## src/rtl/uart_tft_pkg.sv

```systemverilog
// ----------------------------------------------------------------------------
// uart_tft_pkg
// Shared definitions for the UART-to-TFT image path.
//   pk_state_t     : framer state (HUNT, HDR, DATA)
//   DEF_IMG_H/V    : default panel geometry (pixels per line, lines per frame)
//   DEF_SYNC_WORD  : default two-byte frame header, high byte sent first
//   clog2()        : ceiling log2, usable in parameter/localparam context
// ----------------------------------------------------------------------------
package uart_tft_pkg;

    typedef enum logic [1:0] {
        HUNT = 2'd0,
        HDR  = 2'd1,
        DATA = 2'd2
    } pk_state_t;

    localparam int          DEF_IMG_H     = 800;
    localparam int          DEF_IMG_V     = 480;
    localparam logic [15:0] DEF_SYNC_WORD = 16'hAA55;

    // Smallest n with 2**n >= value; clog2(1) = 0.
    function automatic int clog2(input int unsigned value);
        int res;
        res = 0;
        while ((64'd1 << res) < 64'(value)) begin
            res = res + 1;
        end
        return res;
    endfunction

endpackage

```

## src/rtl/uart_pixel_packer_gap_timer.sv

```systemverilog
// ----------------------------------------------------------------------------
// gap_timer
// Inter-byte idle timer. Down-counter reloaded to TIMEOUT_CYC-1 whenever it
// is not running, on every clear, and on expiry. expire is raised on the
// TIMEOUT_CYC-th consecutive running cycle without a clear; a clear in that
// same cycle wins and suppresses expiry.
// Ports:
//   clk     in   clock
//   rst_n   in   asynchronous active-low reset
//   run     in   count only while high (owner is inside a frame)
//   clr     in   restart the idle interval (a byte arrived)
//   expire  out  one-cycle expiry indication (combinational from the counter)
// ----------------------------------------------------------------------------
module gap_timer
    import uart_tft_pkg::*;
#(
    parameter int TIMEOUT_CYC = 500000
) (
    input  logic clk,
    input  logic rst_n,
    input  logic run,
    input  logic clr,
    output logic expire
);

    localparam int            CW     = (clog2(TIMEOUT_CYC) < 1) ? 1 : clog2(TIMEOUT_CYC);
    localparam logic [CW-1:0] RELOAD = CW'(TIMEOUT_CYC - 1);

    logic [CW-1:0] remain;

    // Terminal count: remain == 0 means this is the last allowed idle cycle.
    assign expire = run && !clr && (remain == '0);

    always_ff @(posedge clk or negedge rst_n) begin
        if (!rst_n) begin
            remain <= RELOAD;
        end else if (!run || clr || expire) begin
            remain <= RELOAD;
        end else begin
            remain <= remain - 1'b1;
        end
    end

endmodule

```

## src/rtl/uart_pixel_packer.sv

```systemverilog
// ----------------------------------------------------------------------------
// uart_pixel_packer
// Packs UART bytes into PIX_W-bit pixels for the SDRAM write FIFO, optionally
// locking onto a two-byte frame header, counting pixels per frame and
// aborting stalled frames via an inter-byte timeout.
//
// state | meaning
// ------+------------------------------------------------------------------
// HUNT  | waiting for header high byte SYNC_WORD[15:8]
// HDR   | high byte seen, next byte must be SYNC_WORD[7:0]
// DATA  | in a frame: bytes are pixel data, idle timer running
//
// Ports:
//   clk          in   single clock (UART byte domain)
//   rst_n        in   asynchronous active-low reset
//   byte_data    in   [7:0] received byte
//   byte_valid   in   one-cycle qualifier for byte_data
//   pix_data     out  [PIX_W-1:0] last packed pixel
//   pix_valid    out  one-cycle FIFO write strobe
//   frame_load   out  one-cycle SDRAM write-address reload
//   frame_done   out  one-cycle strobe with the last pixel of a frame
//   pix_cnt      out  pixels emitted in the current frame (saturates at NPIX)
//   err_timeout  out  one-cycle strobe when a frame is aborted by timeout
//   locked       out  high while a frame is being received
// ----------------------------------------------------------------------------
module uart_pixel_packer
    import uart_tft_pkg::*;
#(
    parameter int          PIX_W       = 16,
    parameter int          BYTE_ORDER  = 0,
    parameter int          IMG_H       = DEF_IMG_H,
    parameter int          IMG_V       = DEF_IMG_V,
    parameter int          SYNC_EN     = 1,
    parameter logic [15:0] SYNC_WORD   = DEF_SYNC_WORD,
    parameter int          TIMEOUT_CYC = 500000
) (
    input  logic                             clk,
    input  logic                             rst_n,
    input  logic [7:0]                       byte_data,
    input  logic                             byte_valid,
    output logic [PIX_W-1:0]                 pix_data,
    output logic                             pix_valid,
    output logic                             frame_load,
    output logic                             frame_done,
    output logic [clog2(IMG_H*IMG_V+1)-1:0]  pix_cnt,
    output logic                             err_timeout,
    output logic                             locked
);

    localparam int               BPP      = PIX_W / 8;
    localparam int               NPIX     = IMG_H * IMG_V;
    localparam int               CNT_W    = clog2(NPIX + 1);
    localparam int               BC_W     = (BPP > 1) ? clog2(BPP) : 1;
    localparam logic [BC_W-1:0]  BC_LAST  = BC_W'(BPP - 1);
    localparam logic [CNT_W-1:0] NPIX_C   = CNT_W'(NPIX);
    localparam pk_state_t        ST_RESET = (SYNC_EN != 0) ? HUNT : DATA;

    pk_state_t        state;
    logic [BC_W-1:0]  byte_idx;
    logic [PIX_W-1:0] asm_q;
    logic [PIX_W-1:0] asm_next;
    logic             start_pend;
    logic [CNT_W-1:0] cnt_base;
    logic [CNT_W-1:0] cnt_next;
    logic             in_data;
    logic             gap_expire;

    assign in_data = (state == DATA);

    gap_timer #(
        .TIMEOUT_CYC (TIMEOUT_CYC)
    ) u_gap_timer (
        .clk    (clk),
        .rst_n  (rst_n),
        .run    (in_data),
        .clr    (byte_valid),
        .expire (gap_expire)
    );

    // Drop the current byte into its slot of the assembly word.
    always_comb begin
        asm_next = asm_q;
        if (BYTE_ORDER == 0) begin
            asm_next[8*byte_idx +: 8] = byte_data;
        end else begin
            asm_next[PIX_W-8-8*byte_idx +: 8] = byte_data;
        end
    end

    // A pending frame start clears the count in the same cycle a pixel may
    // complete, so the first pixel of the new frame counts as 1.
    assign cnt_base = start_pend ? '0 : pix_cnt;
    assign cnt_next = cnt_base + 1'b1;

    always_ff @(posedge clk or negedge rst_n) begin
        if (!rst_n) begin
            state       <= ST_RESET;
            byte_idx    <= '0;
            asm_q       <= '0;
            start_pend  <= (SYNC_EN == 0);
            pix_data    <= '0;
            pix_valid   <= 1'b0;
            frame_load  <= 1'b0;
            frame_done  <= 1'b0;
            pix_cnt     <= '0;
            err_timeout <= 1'b0;
            locked      <= 1'b0;
        end else begin
            pix_valid   <= 1'b0;
            frame_load  <= 1'b0;
            frame_done  <= 1'b0;
            err_timeout <= 1'b0;

            // locked drops one cycle after the end-of-frame strobes; a
            // restart below re-asserts it in the same cycle.
            if (frame_done || err_timeout) begin
                locked <= 1'b0;
            end

            // Free-running framing: a new frame begins without a header.
            if (start_pend) begin
                start_pend <= 1'b0;
                frame_load <= 1'b1;
                locked     <= 1'b1;
                pix_cnt    <= '0;
            end

            unique case (state)
                HUNT: begin
                    if (byte_valid && (byte_data == SYNC_WORD[15:8])) begin
                        state <= HDR;
                    end
                end

                HDR: begin
                    if (byte_valid) begin
                        if (byte_data == SYNC_WORD[7:0]) begin
                            state      <= DATA;
                            byte_idx   <= '0;
                            asm_q      <= '0;
                            pix_cnt    <= '0;
                            frame_load <= 1'b1;
                            locked     <= 1'b1;
                        end else if (byte_data != SYNC_WORD[15:8]) begin
                            state <= HUNT;
                        end
                        // a repeated high byte keeps us in HDR
                    end
                end

                DATA: begin
                    if (gap_expire) begin
                        err_timeout <= 1'b1;
                        pix_cnt     <= '0;
                        byte_idx    <= '0;
                        asm_q       <= '0;
                        if (SYNC_EN != 0) begin
                            state <= HUNT;
                        end else begin
                            start_pend <= 1'b1;
                        end
                    end else if (byte_valid) begin
                        if (byte_idx == BC_LAST) begin
                            pix_data  <= asm_next;
                            pix_valid <= 1'b1;
                            pix_cnt   <= cnt_next;
                            byte_idx  <= '0;
                            asm_q     <= '0;
                            if (cnt_next == NPIX_C) begin
                                frame_done <= 1'b1;
                                if (SYNC_EN != 0) begin
                                    state <= HUNT;
                                end else begin
                                    start_pend <= 1'b1;
                                end
                            end
                        end else begin
                            asm_q    <= asm_next;
                            byte_idx <= byte_idx + 1'b1;
                        end
                    end
                end

                default: begin
                    state <= ST_RESET;
                end
            endcase
        end
    end

endmodule

```

## config.mk

```make
export PLATFORM = sky130hd
export DESIGN_NAME = uart_pixel_packer
export DESIGN_NICKNAME = d
export VERILOG_FILES = /design/src/rtl/uart_tft_pkg.sv /design/src/rtl/uart_pixel_packer_gap_timer.sv /design/src/rtl/uart_pixel_packer.sv
export SDC_FILE = /design/constraint.sdc
export NUM_CORES = 1
export LEC_CHECK = 0
export BUFFER_PORTS_ARGS = -buffer_cell sky130_fd_sc_hd__buf_2
export CORE_ASPECT_RATIO = 0.8
export CORE_MARGIN = 8
export CORE_UTILIZATION = 50
export DETAILED_ROUTE_END_ITERATION = 7
export MAX_ROUTING_LAYER = met4
export PLACE_DENSITY = 0.72
export SYNTH_ARGS = -nofsm -noshare
export SYNTH_HDL_FRONTEND = slang
export SYNTH_SLANG_ARGS = --single-unit
export TNS_END_PERCENT = 5
```

## constraint.sdc

```tcl
create_clock -name clk -period 3.25 [get_ports clk]
set_input_delay 0.1625 -clock clk [delete_from_list [all_inputs] [get_ports clk]]
set_output_delay 0.1625 -clock clk [all_outputs]
set_load 0.02 [all_outputs]
```

Word level (Yosys, flattened, before mapping)
Index checks and enable logic that the tools add are counted.
{"block": "totals", "ff_bits": 78}
{"block": "op_classes", "addsub": 4, "n_eq_ne": 13, "shift": 2, "muxes": 47, "bitwise_logic": 1, "reduce_logical": 15}
{"cell": "19-bit two-way mux", "count": 6}
{"cell": "16-bit two-way mux", "count": 5}
{"cell": "19-bit one-hot mux with 2 select lines", "count": 1}
{"cell": "4-bit negation with 34-bit output", "count": 1}
{"cell": "8-bit by 34-bit variable shift with 16-bit output (first input constant)", "count": 1}
{"cell": "8-bit by 34-bit variable part select with 16-bit output", "count": 1}
{"cell": "16-bit one-hot mux with 2 select lines", "count": 1}
{"cell": "1-bit two-way mux", "count": 23}
{"cell": "19-bit by 1-bit adder with 19-bit output (second input constant)", "count": 1}
{"cell": "19-bit equality test (second input constant)", "count": 1}
{"cell": "19-bit logical NOT", "count": 1}
{"cell": "19-bit by 1-bit subtractor with 19-bit output (second input constant)", "count": 1}
{"cell": "16-bit bitwise mux", "count": 1}
{"cell": "2-bit two-way mux", "count": 8}
{"cell": "3-bit inequality test (second input constant)", "count": 4}
{"cell": "8-bit by 7-bit equality test with 1-bit output (second input constant)", "count": 1}
{"cell": "8-bit equality test (second input constant)", "count": 1}
{"cell": "8-bit inequality test (second input constant)", "count": 1}
{"cell": "4-bit AND reduction", "count": 2}
{"cell": "2-bit inequality test (second input constant)", "count": 3}
{"cell": "2-bit one-hot mux with 3 select lines", "count": 1}
{"cell": "6-bit AND reduction", "count": 1}
{"cell": "5-bit AND reduction", "count": 1}
{"cell": "1-bit logical AND", "count": 3}
{"cell": "9 further kinds", "count": 12}

Depth between registers and ports, before layout
{"block": "depth", "depth_word": 7, "depth_mapped": 10, "depth_no_buf": 8}

Hierarchy
From an unflattened synthesis, not the netlist that was laid out.
{"block": "hier_totals", "hier_cells": 383, "hier_area_um2": 3587.2}
{"module": "uart_pixel_packer", "instances": 1, "cells_each": 287, "area_each_um2": 2578.7}
{"module": "gap_timer", "instances": 1, "cells_each": 96, "area_each_um2": 1008.5}

Worst setup path after synthesis
No wires, ideal clock.
{"block": "synth_timing", "path_kind": "flip-flop to flip-flop", "startpoint": "reg pix_cnt[0]", "endpoint": "reg state[1]", "setup_time_ps": 128, "t_arrival_ps": 2131, "t_required_ps": 3122, "setup_slack_ps": 991, "stages_incl_launch_ff": 8, "path_buffers": 0, "cell_sequence": "dfrtp_1 -> ha_1 -> nand4_1 -> or4_1 -> xnor2_1 -> nand4b_1 -> nor4bb_1 -> o31ai_1"}
{"block": "synth_between", "elab_chain_cells": 4}
{"element": "from (decl)", "line_no": "uart_pixel_packer.sv:45", "source": "output logic [clog2(IMG_H*IMG_V+1)-1:0] pix_cnt,"}
{"element": "from (signal assigned)", "line_no": "uart_pixel_packer.sv:166", "source": "pix_cnt <= cnt_next;"}
{"element": "19-bit by 1-bit adder with 19-bit output", "line_no": "uart_pixel_packer.sv:93", "source": "assign cnt_next = cnt_base + 1'b1;"}
{"element": "19-bit equality test", "line_no": "uart_pixel_packer.sv:169", "source": "if (cnt_next == NPIX_C) begin"}
{"element": "3-bit inequality test (no source line)"}
{"element": "6-bit AND reduction (no source line)"}
{"element": "to (signal assigned)", "line_no": "uart_pixel_packer.sv:97", "source": "state <= ST_RESET;"}
{"element": "to (signal assigned)", "line_no": "uart_pixel_packer.sv:172", "source": "state <= HUNT;"}
{"element": "to (signal assigned)", "line_no": "uart_pixel_packer.sv:185", "source": "state <= ST_RESET;"}
{"element": "to (decl)", "line_no": "uart_pixel_packer.sv:58", "source": "pk_state_t state;"}
No other way between the ends.
A chain may end at the register's enable or synchronous reset.

Final worst setup path
{"block": "layout_timing", "startpoint": "reg pix_cnt[1]", "endpoint": "reg state[1]"}
The elaborated chain is that of the path after synthesis.

==> flow_summary.toml <==
[detailed_routing]
drtIter0Drc = 165
drcViolationCount = 0
viasPerCell = 5.64
via_count = 2861
dr.pass1.iters = 4
ant_nets = 0
drt_wl_total_mm = 7.78
wire_per_inst_um = 15.4

[pwr]
ir_drop_mv = 0.348
p_leak_uw = 0.00184
p_per_area_mw_per_mm2 = 529

[placed_design]
place_hpwl_mm = 5.46
io_buffers = 50
gp_congestion = 0.851
place_ws_ns = 0.844

[die]
io_pins = 51
die_height_um = 90.2
core_mm2 = 0.00679
die_area_mm2 = 0.00981
start_util_pct = 50.7
row_count = 27
die_w_um = 109

[clocking]
cts_made_buffers = 9
cts_resized = 0
cts_hold_buffers = 1
post-cts-setup-buffer-count = 0
clkTransAtPathRegs_ns = 0.08
clk_latency_ns = 0.35
cts-root-buf = "clkbuf_8"
cts_buffer_depth = 2
cts.sinks = 70
htreeDepth = 3
tritoncts = "done"

[synth]
synthMuxAreaShare_pct = 0.873
synth_top_family_by_area = "simple AND/OR/NAND/NOR gates"
syn_area_per_cell_um2 = 9.38
ys_ff_latch = 70
synth_fa_ha_area_share_pct = 0.727
synth_async_sr_flop_share_pct = 100
synthesis.nets = 380
yosysMostFrequentCell = "nand2_1"
synth-compound-area-share_pct = 12.2
synth_top_area_cell = "dfrtp_1"
syn_inst = 367
yosysSeqAreaShare_pct = 51.3
synthTopCellsByArea = "dfrtp_1 (43%), nand2_1 (8.5%), dfstp_2 (8.4%)"
synth_top_area_share_pct = 42.9
synth_edf_count = 0
netlist_area_mm2 = 0.00344
yosys-top-cells-count = "nand2_1 (78), dfrtp_1 (59), nor2_1 (25)"
yosysWarnings = 0
synth_simple_gate_area_share_pct = 28.7
synth_cell_types = 48
synth_flop_cell = "dfrtp_1"
synth-xor-area-share_pct = 3.31

[setup_path]
start_kind = "flop"
worstPathArrival_ns = 2.66
cp_max_fo = 6
critical_path.max_stage_delay_ns = 0.63
critPathKind = "flop to flop"
cp_top_family = "simple AND/OR/NAND/NOR gates"
required_ns = 3.47
slowest_stage = "or4_1"
path_cells = "ha_1 -> nand4_1 -> or4_1 -> xnor2_1 -> nand4b_1 -> nor4bb_1 -> o31ai_1"
path_buf_inv = 0
critPathCaptureType = "flop"
rr_endpoint = "state[1]$_DFFE_PN0P_"
reg2reg_slack_ns = 0.81
timing.rr.start = "pix_cnt[1]$_DFFE_PN0P_"
reg2reg_depth = 7

[finish]
fillers = 580
insertedDiodeCount = 0
nets = 428
drive_above_1_share_pct = 21.0
syn_to_final_growth_pct = 14.4

[timing]
final_hold_viol_count = 0
rsz0062_at_grt = "false"
maxSlewHeadroom_pct = 25.3
setup_viol = 0
hold_slack_ns = 0.0529
slew_viol_final = 0
fin_ws_ns = 0.810
period_needed_ns = 2.44
fin_crit_sh_pct = 75.1
fmax_mhz = 410
finalSetupTns_ns = 0
tightest_slew_ns = 1.12
clock_skew_ns = 0.0105

[grt]
grt_antenna_before_repair = 0
grt_pass1_wl_mm = 13.6
globalRouteOverflowTotal = 0
grt_max_degree = 47
gr-usage-all-layers_pct = 17.7
grt_pass1_vias = 2822

[hold_path]
hp-class = "primary input to flop"
hold_start = "byte_data[1]"
hold_path_depth = 3
hold_end = "pix_data[9]$_DFFE_PN0P_"

[run_status]
status = "finished, final reports clean"

[run]
maxCapViolCount = 0
-- through the flow --
stage,area [µm²],utilization [%],cells,total power [µW]
2_1_floorplan,3440,-,367,1300
3_3_place_gp,3740,55.1,490,1450
3_5_place_dp,3740,55.1,490,1460
4_1_cts,3940,58.0,507,2100
5_1_grt,3940,58.0,507,2200
6_report,3940,58.0,507,2080
-- flip-flops by register name, summed over array words and instances, names as in the netlist --
signal	flops
state	2
pix_cnt	19
locked	1
byte_idx	1
pix_data	16
frame_done	1
u_gap_timer.remain	19
pix_valid	1
asm_q	8
err_timeout	1
frame_load	1
-- layer usage --
metal	share of wire, %	GRT usage [%]
met5	0	-
met3	6.1	4.78
met2	43	24.6
met1	50	24.1
met4	1.4	6.03
-- cells in the final DEF, fill, tap and decap left out, types with 3 or more instances in the layout --
cell type,Yosys,final
a21oi_1,12,12
a22o_1,9,9
a31oi_1,4,4
and2_1,5,5
buf_2,7,50
buf_4,0,3
clkbuf_8,0,10
dfrtp_1,59,59
dfstp_2,11,11
inv_1,5,5
mux2i_1,3,3
nand2_1,78,78
nand2b_1,8,8
nand3_1,17,17
nand4_1,8,8
nor2_1,25,25
nor2b_1,3,3
nor3_1,3,3
nor4_1,6,6
nor4bb_1,4,4
o21ai_0,12,12
o21ai_1,15,15
o31ai_1,5,5
o41ai_1,4,4
or3_1,9,9
xnor2_1,6,6
xor2_1,7,7
-- layout make-up --
cell class | instances | area, µm² | area share [%]
Timing Repair Buffer | 54 | 283 | 7.18
Sequential cell | 70 | 1770 | 44.9
Inverter | 5 | 18.8 | 0.477
Clock buffer | 10 | 138 | 3.50
Clock inverter | 6 | 46.3 | 1.18
Tap cell | 87 | 109 | 2.77
Multi-Input combinational cell | 275 | 1580 | 40.1
-- worst register-to-register path: stages (launching register included) --
cell      delay, ns
dfrtp_1        0.44
ha_1           0.30
nand4_1        0.19
or4_1          0.63
xnor2_1        0.22
nand4b_1       0.12
nor4bb_1       0.32
o31ai_1        0.10
-- where the power goes --
group,internal [µW],switching (µW),total [µW]
sequential,964,79.6,1040
clock,301,342,643
combinational,131,263,394
-- logic make-up (layout without fill, tap and decap cells) --
family	after synthesis	count (layout)
and+or+nand+nor	190	190
xor gates and xnor gates	13	13
DFF	70	70
muxes	3	3
adders and majority gates	2	2
buffers and inverters	22	75
AOI/OAI and AO/OA	67	67
-- worst max path at each step --
stage                     slack, ns                    to                    from  cells after the start
after floorplan                0.99  state[1]$_DFFE_PN0P_  pix_cnt[0]$_DFFE_PN0P_                      7
after global placement         0.92  state[1]$_DFFE_PN0P_  pix_cnt[0]$_DFFE_PN0P_                      7
after detailed placement       0.84  state[1]$_DFFE_PN0P_  pix_cnt[0]$_DFFE_PN0P_                      7
after CTS                      0.83  state[1]$_DFFE_PN0P_  pix_cnt[0]$_DFFE_PN0P_                      7
after global routing           0.63  frame_done$_DFF_PN0_  pix_cnt[0]$_DFFE_PN0P_                      6
final                          0.81  state[1]$_DFFE_PN0P_  pix_cnt[1]$_DFFE_PN0P_                      7
Note: power is estimated with default switching activity, not from simulation.
